===== config.mk =====
export PLATFORM = sky130hd
export DESIGN_NAME = adder_result_accum
export DESIGN_NICKNAME = d
export VERILOG_FILES = /design/src/rtl/adder_pkg.sv /design/src/rtl/accum_add.sv /design/src/rtl/adder_result_accum.sv
export SDC_FILE = /design/constraint.sdc
export NUM_CORES = 1
export LEC_CHECK = 0
export CAP_MARGIN = 25
export CORE_MARGIN = 10
export CORE_UTILIZATION = 50
export DETAILED_ROUTE_END_ITERATION = 8
export DONT_BUFFER_PORTS = 1
export PLACE_DENSITY = 0.76
export RECOVER_POWER = 25
export SLEW_MARGIN = 20
export SYNTH_ARGS = -nofsm -noshare
export SYNTH_HDL_FRONTEND = slang
export SYNTH_SLANG_ARGS = --single-unit
export TNS_END_PERCENT = 100

===== constraint.sdc =====
create_clock -name clk -period 3.6 [get_ports clk]
set_clock_uncertainty 0.1 [all_clocks]
set_input_delay 0.36 -clock clk [delete_from_list [all_inputs] [get_ports clk]]
set_output_delay 0.36 -clock clk [all_outputs]
set_load 0.005 [all_outputs]

===== src/rtl/adder_pkg.sv =====
// -----------------------------------------------------------------------------
// adder_pkg
// Shared definitions for the adder4 result accumulator.
//   - state_t : accumulator FSM states (2-bit encoding)
//   - SUM_W   : width of the adder4 S output
//   - RES_W   : width of one {C4,S} result
// -----------------------------------------------------------------------------
package adder_pkg;

    localparam int SUM_W = 4;
    localparam int RES_W = SUM_W + 1;

    // Largest value a single {C4,S} result can carry (15 + 15).
    localparam int RES_MAX = 30;

    typedef enum logic [1:0] {
        IDLE  = 2'd0,
        ACCUM = 2'd1,
        DONE  = 2'd2
    } state_t;

    // Pack a 4-bit sum and its carry into one result value.
    function automatic logic [RES_W-1:0] make_result(input logic carry,
                                                     input logic [SUM_W-1:0] sum);
        return {carry, sum};
    endfunction

endpackage


===== src/rtl/accum_add.sv =====
// -----------------------------------------------------------------------------
// accum_add
// Combinational ACC_W-bit adder used by adder_result_accum.
// The result value is zero-extended to ACC_W+1 bits so the top bit of the
// sum is the carry-out of the accumulator.
//
// Build option:
//   ADDER_ACCUM_SATURATE_EN defined   : on carry-out, sum_out is forced to
//                                       all ones (2^ACC_W-1).
//   ADDER_ACCUM_SATURATE_EN undefined : sum_out wraps modulo 2^ACC_W.
// carry_out reports the raw carry in both builds.
//
// Ports:
//   acc_in    in   ACC_W  current running total
//   val       in   RES_W  new result to add (0..30)
//   sum_out   out  ACC_W  next running total
//   carry_out out  1      carry-out of the ACC_W-bit add
// -----------------------------------------------------------------------------
module accum_add
    import adder_pkg::*;
#(
    parameter int ACC_W = 8
) (
    input  logic [ACC_W-1:0] acc_in,
    input  logic [RES_W-1:0] val,
    output logic [ACC_W-1:0] sum_out,
    output logic             carry_out
);

    logic [ACC_W:0] val_ext;
    logic [ACC_W:0] raw_sum;

    assign val_ext   = (ACC_W + 1)'(val);
    assign raw_sum   = {1'b0, acc_in} + val_ext;
    assign carry_out = raw_sum[ACC_W];

`ifdef ADDER_ACCUM_SATURATE_EN
    // Once saturated the total is all ones, so any further non-zero result
    // carries again and a zero result leaves it at all ones: the total stays
    // pinned for the rest of the block without extra state.
    assign sum_out = carry_out ? {ACC_W{1'b1}} : raw_sum[ACC_W-1:0];
`else
    assign sum_out = raw_sum[ACC_W-1:0];
`endif

endmodule


===== src/rtl/adder_result_accum.sv =====
// -----------------------------------------------------------------------------
// adder_result_accum
// Downstream stage of adder4. Accepts {C4,S} results, sums BLOCK_LEN of them
// into a block total and offers {acc, count, ovf} to the consumer with a
// valid/ready handshake.
//
// Handshake: a transfer happens on a rising clk edge where both valid and
// ready are high. in_ready is combinational ((state != DONE) & ~clear) and
// does not depend on in_valid; out_valid is registered (state == DONE) and
// once high holds with acc/count/ovf stable until out_ready is seen or the
// block is cleared.
//
// Build option: ADDER_ACCUM_SATURATE_EN selects saturating accumulation
// (see accum_add); handshake and timing are identical in both builds.
//
// Ports:
//   clk        in   1      clock
//   rst        in   1      asynchronous active-high reset
//   clear      in   1      synchronous abort; drops the current block
//   in_valid   in   1      upstream result valid
//   in_ready   out  1      block accepts a result this cycle
//   in_sum     in   4      adder4 S
//   in_carry   in   1      adder4 C4
//   out_valid  out  1      block total available
//   out_ready  in   1      consumer takes the total
//   acc        out  ACC_W  running / final total
//   count      out  CNT_W  results accepted in the current block
//   ovf        out  1      sticky carry-out within the current block
//   dbg_state  out  2      current FSM state (state_t encoding)
// -----------------------------------------------------------------------------
module adder_result_accum
    import adder_pkg::*;
#(
    parameter int ACC_W     = 8,
    parameter int BLOCK_LEN = 4,
    parameter int CNT_W     = 3
) (
    input  logic             clk,
    input  logic             rst,
    input  logic             clear,
    input  logic             in_valid,
    output logic             in_ready,
    input  logic [3:0]       in_sum,
    input  logic             in_carry,
    output logic             out_valid,
    input  logic             out_ready,
    output logic [ACC_W-1:0] acc,
    output logic [CNT_W-1:0] count,
    output logic             ovf,
    output logic [1:0]       dbg_state
);

    // -------------------------------------------------------------------------
    // Parameter sanity
    // -------------------------------------------------------------------------
    generate
        if (ACC_W < RES_W) begin : g_bad_acc_w
            $error("adder_result_accum: ACC_W must be >= RES_W");
        end
        if (BLOCK_LEN < 1 || BLOCK_LEN >= (1 << CNT_W)) begin : g_bad_block_len
            $error("adder_result_accum: BLOCK_LEN must be in 1..2^CNT_W-1");
        end
    endgenerate

    localparam logic [CNT_W-1:0] LAST_COUNT = CNT_W'(BLOCK_LEN);
    localparam bit               SINGLE     = (BLOCK_LEN == 1);

    // -------------------------------------------------------------------------
    // State and datapath registers
    // -------------------------------------------------------------------------
    state_t           state_q, state_d;
    logic [ACC_W-1:0] acc_q,   acc_d;
    logic [CNT_W-1:0] count_q, count_d;
    logic             ovf_q,   ovf_d;

    logic [RES_W-1:0] res_val;
    logic [ACC_W-1:0] add_sum;
    logic             add_carry;
    logic [CNT_W-1:0] count_inc;
    logic             accept;
    logic             out_take;

    assign res_val   = make_result(in_carry, in_sum);
    assign count_inc = count_q + CNT_W'(1);

    assign in_ready  = (state_q != DONE) & ~clear;
    assign out_valid = (state_q == DONE);
    assign accept    = in_valid & in_ready;
    assign out_take  = out_valid & out_ready;

    accum_add #(
        .ACC_W (ACC_W)
    ) u_add (
        .acc_in    (acc_q),
        .val       (res_val),
        .sum_out   (add_sum),
        .carry_out (add_carry)
    );

    // -------------------------------------------------------------------------
    // Next-state / datapath logic
    // -------------------------------------------------------------------------
    always_comb begin
        state_d = state_q;
        acc_d   = acc_q;
        count_d = count_q;
        ovf_d   = ovf_q;

        if (clear) begin
            // Abort wins over any pending output handshake; in_ready is
            // already low so nothing is accepted this cycle.
            state_d = IDLE;
            acc_d   = '0;
            count_d = '0;
            ovf_d   = 1'b0;
        end else begin
            case (state_q)
                IDLE: begin
                    if (accept) begin
                        // First result of a block loads directly; it can
                        // never carry since ACC_W >= RES_W.
                        acc_d   = ACC_W'(res_val);
                        count_d = CNT_W'(1);
                        ovf_d   = 1'b0;
                        state_d = SINGLE ? DONE : ACCUM;
                    end
                end

                ACCUM: begin
                    if (accept) begin
                        acc_d   = add_sum;
                        count_d = count_inc;
                        ovf_d   = ovf_q | add_carry;
                        if (count_inc == LAST_COUNT) begin
                            state_d = DONE;
                        end
                    end
                end

                DONE: begin
                    if (out_take) begin
                        state_d = IDLE;
                        acc_d   = '0;
                        count_d = '0;
                        ovf_d   = 1'b0;
                    end
                end

                default: begin
                    state_d = IDLE;
                    acc_d   = '0;
                    count_d = '0;
                    ovf_d   = 1'b0;
                end
            endcase
        end
    end

    // -------------------------------------------------------------------------
    // Registers
    // -------------------------------------------------------------------------
    always_ff @(posedge clk or posedge rst) begin
        if (rst) begin
            state_q <= IDLE;
            acc_q   <= '0;
            count_q <= '0;
            ovf_q   <= 1'b0;
        end else begin
            state_q <= state_d;
            acc_q   <= acc_d;
            count_q <= count_d;
            ovf_q   <= ovf_d;
        end
    end

    assign acc       = acc_q;
    assign count     = count_q;
    assign ovf       = ovf_q;
    assign dbg_state = state_q;

endmodule

==> results.sh <==
export IMPL_synth_edf_count=0
export IMPL_ys_warn_count=0
export IMPL_ys_seq_area_share_pct=40.58
export IMPL_dp_cells=105
export IMPL_post_cts_buffers=0
export IMPL_drt_iter0_markers=26
export IMPL_fin_setup_tns_ns=0
export IMPL_place_gp_congestion=0.7337
export IMPL_crit_end="acc[6]"
export IMPL_status="finished, final reports clean"
export IMPL_yosys_most_used_dff="dfrtp_1"
export IMPL_ir_worst_vdd_v=0.0001885
export IMPL_placementRows=14
export IMPL_synthCells=90
export IMPL_min_period_ns=2.074
export IMPL_multi_input_area_um2=500.5
export IMPL_fillers=149
export IMPL_area_growth_pct=7.971
export IMPL_synthArstFlopShare_pct=100.0
export IMPL_final_common_cell="dfrtp_1"
export IMPL_syn_nets=108
export IMPL_io_buffers=0
export IMPL_ios=26
export IMPL_crit_fanout=3
export IMPL_grt_max_degree=15
export IMPL_stdcell_count=110
export IMPL_worst_pin_slew_ns=0.6733
export IMPL_cts_buffers=3
export IMPL_wl_per_cell_um=17.47
export IMPL_grt_pass1_vias=708
export IMPL_final_cell_mix="dfrtp_1 (14), nor2_1 (10), o21ai_0 (10)"
export IMPL_cts_sinks=14
export IMPL_cts_reportedPaths_clkPinSlew_ns=0.09
export IMPL_die_area_mm2=0.003789
export IMPL_hpwl_um=1556
export IMPL_rsz0062_at_grt="false"
export IMPL_dieHeight_um=61.56
export IMPL_rrSetupSlack_ns=1.53
export IMPL_maxCapViolCount=0
export IMPL_antenna_found_initial=0
export IMPL_cp_end_kind="flip-flop"
export IMPL_syn_area_per_cell_um2=9.593
export IMPL_ff_latch_area_um2=350.3
export IMPL_initial_utilization_pct=54.76
export IMPL_grt_overflow=0
export IMPL_worstReg2RegEnd="acc[6]"
export IMPL_drt_wl_total_um=1922
export IMPL_hold_viol_final=0
export IMPL_crit_chain="ha_1 -> fa_1 -> a211oi_1 -> o21bai_1 -> nand3_1 -> xor2_1 -> nor2_1"
export IMPL_p_leak_nw=0.4581
export IMPL_vias=706
export IMPL_drive_gt1_share_pct=10.64
export IMPL_fin_crit_sh_pct=57.60
export IMPL_hold_class="in -> reg"
export IMPL_ant_nets=0
export IMPL_vias_per_cell=6.418
export IMPL_insertion_delay_ns=0.28
export IMPL_powerDensity_mw_per_mm2=370.1
export IMPL_r2r_worst_path_cells=7
export IMPL_syn_cell_area_um2=863.3
export IMPL_cpMaxStageDelayCell="dfrtp_1"
export IMPL_firstDrtPassIters=4
export IMPL_cp_arrival_ns=2.13
export IMPL_cp_start_kind="flip-flop"
export IMPL_slew_violations=0
export IMPL_slew_headroom_pct=54.77
export IMPL_required_ns=3.66
export IMPL_cts_root_buf="clkbuf_4"
export IMPL_cts_tree="built"
export IMPL_die_width_um=61.56
export IMPL_maxClockFrequency_mhz=482.3
export IMPL_synth_seq_cells=14
export IMPL_clockBufferDepth=2
export IMPL_htreeDepth=1
export IMPL_finalSetupViolCount=0
export IMPL_num_nets_final=113
export IMPL_n_antenna_cell=0
export IMPL_grt_pass1_wl_um=3111
export IMPL_critical_path_class="reg -> reg"
export IMPL_fin_util_pct=59.13
export IMPL_startpoint="acc[0]"
export IMPL_timing_rr_start="acc[0]"
export IMPL_gr_usage_all_layers_pct=10.80
export IMPL_yosysUniqueCellTypes=31
export IMPL_fp_coreArea_mm2=0.001577
export IMPL_slowest_delay_ns=0.42
export IMPL_drc=0
## synth_stat cells (2+ instances only)
cell      instances  area [µm²]
a222oi_1          3       30.03
nor2_1           10       37.54
inv_1             4       15.01
dfrtp_1          14       350.3
ha_1              7       87.58
o21ai_0          10       50.05
nand2_1           5       18.77
or3_1             2       12.51
a21oi_1           5       25.02
a22oi_1           2       15.01
a21o_1            2       15.01
xor2_1            3       26.28
a211oi_1          3       22.52
nand3_1           3       15.01
## registers in the layout, summed over array words and instances (netlist names)
name       count
acc            8
count          3
dbg_state      2
ovf            1
## power by group
| group | total, mW | switching [mW] | leakage [nW] | internal [mW] |
|---|---|---|---|---|
| combinational | 0.0548 | 0.0307 | 0.248 | 0.0241 |
| sequential | 0.176 | 0.0111 | 0.189 | 0.165 |
| clock | 0.115 | 0.0530 | 0.0210 | 0.0615 |
| total | 0.345 | 0.0948 | 0.458 | 0.250 |
## stage by stage
stage	power (mW)	hold slack [ns]	area (µm²)	worst slack, ns
2_1_floorplan	0.2209	0.1492	863.3	1.703
3_5_place_dp	0.2328	0.2232	879.6	1.551
6_report	0.3450	0.02495	932.1	1.526
3_3_place_gp	0.2304	0.2176	879.6	1.606
4_1_cts	0.3454	0.02530	925.9	1.513
5_1_grt	0.3640	0.01285	932.1	1.428
## how the worst min path moves through the flow
stage	startpoint	end	slack, ns	cells past startpoint
6_report	clear	count[0]	0.02	1
3_3_place_gp	rst	count[0]	0.22	1
4_1_cts	clear	count[0]	0.03	1
3_5_place_dp	rst	count[0]	0.22	1
2_1_floorplan	rst	acc[0]	0.15	1
5_1_grt	clear	count[0]	0.01	1
## cells by family (layout without fill, tap and decap cells)
kind of cell,Yosys count,after routing,share of synthesized area [%]
xor gates and xnor gates,3,3,3.044
and+or+nand+nor,27,27,15.65
buffers and inverters,5,9,2.173
adders and majority gates,8,8,12.46
AOI/OAI and AO/OA,33,33,26.09
DFF,14,14,40.58
## final cells by class
| type | count | share of cell area, % |
|---|---|---|
| multi-input combinational | 71 | 53.69 |
| tap | 16 | 2.148 |
| sequential | 14 | 37.58 |
| inverter | 4 | 1.611 |
| timing repair buffer | 1 | 1.074 |
| clock buffer | 4 | 3.893 |
## what timing repair did
action	in CTS	in global routing
hold endpoints to repair	14	0
hold buffers	1	0
resized for setup	0	0
## worst max-delay path, delay by kind of cell, from the launching register on
| family | cells | cell delay [ns] |
|---|---|---|
| adder cells (fa/ha/maj) | 2 | 0.64 |
| AO/OA/AOI/OAI | 2 | 0.47 |
| flip-flops | 1 | 0.42 |
| AND/OR/NAND/NOR | 2 | 0.16 |
| XOR/XNOR | 1 | 0.15 |
## per-layer routing
metal,GRT usage [%],routed length (µm),up-vias
met4,5.096,29,0
met3,4.321,165,4
met1,12.54,839,335
met2,16.98,887,18
li1,-,-,349
met5,0,0,-
No activity file was read; power rests on OpenSTA's default activity.
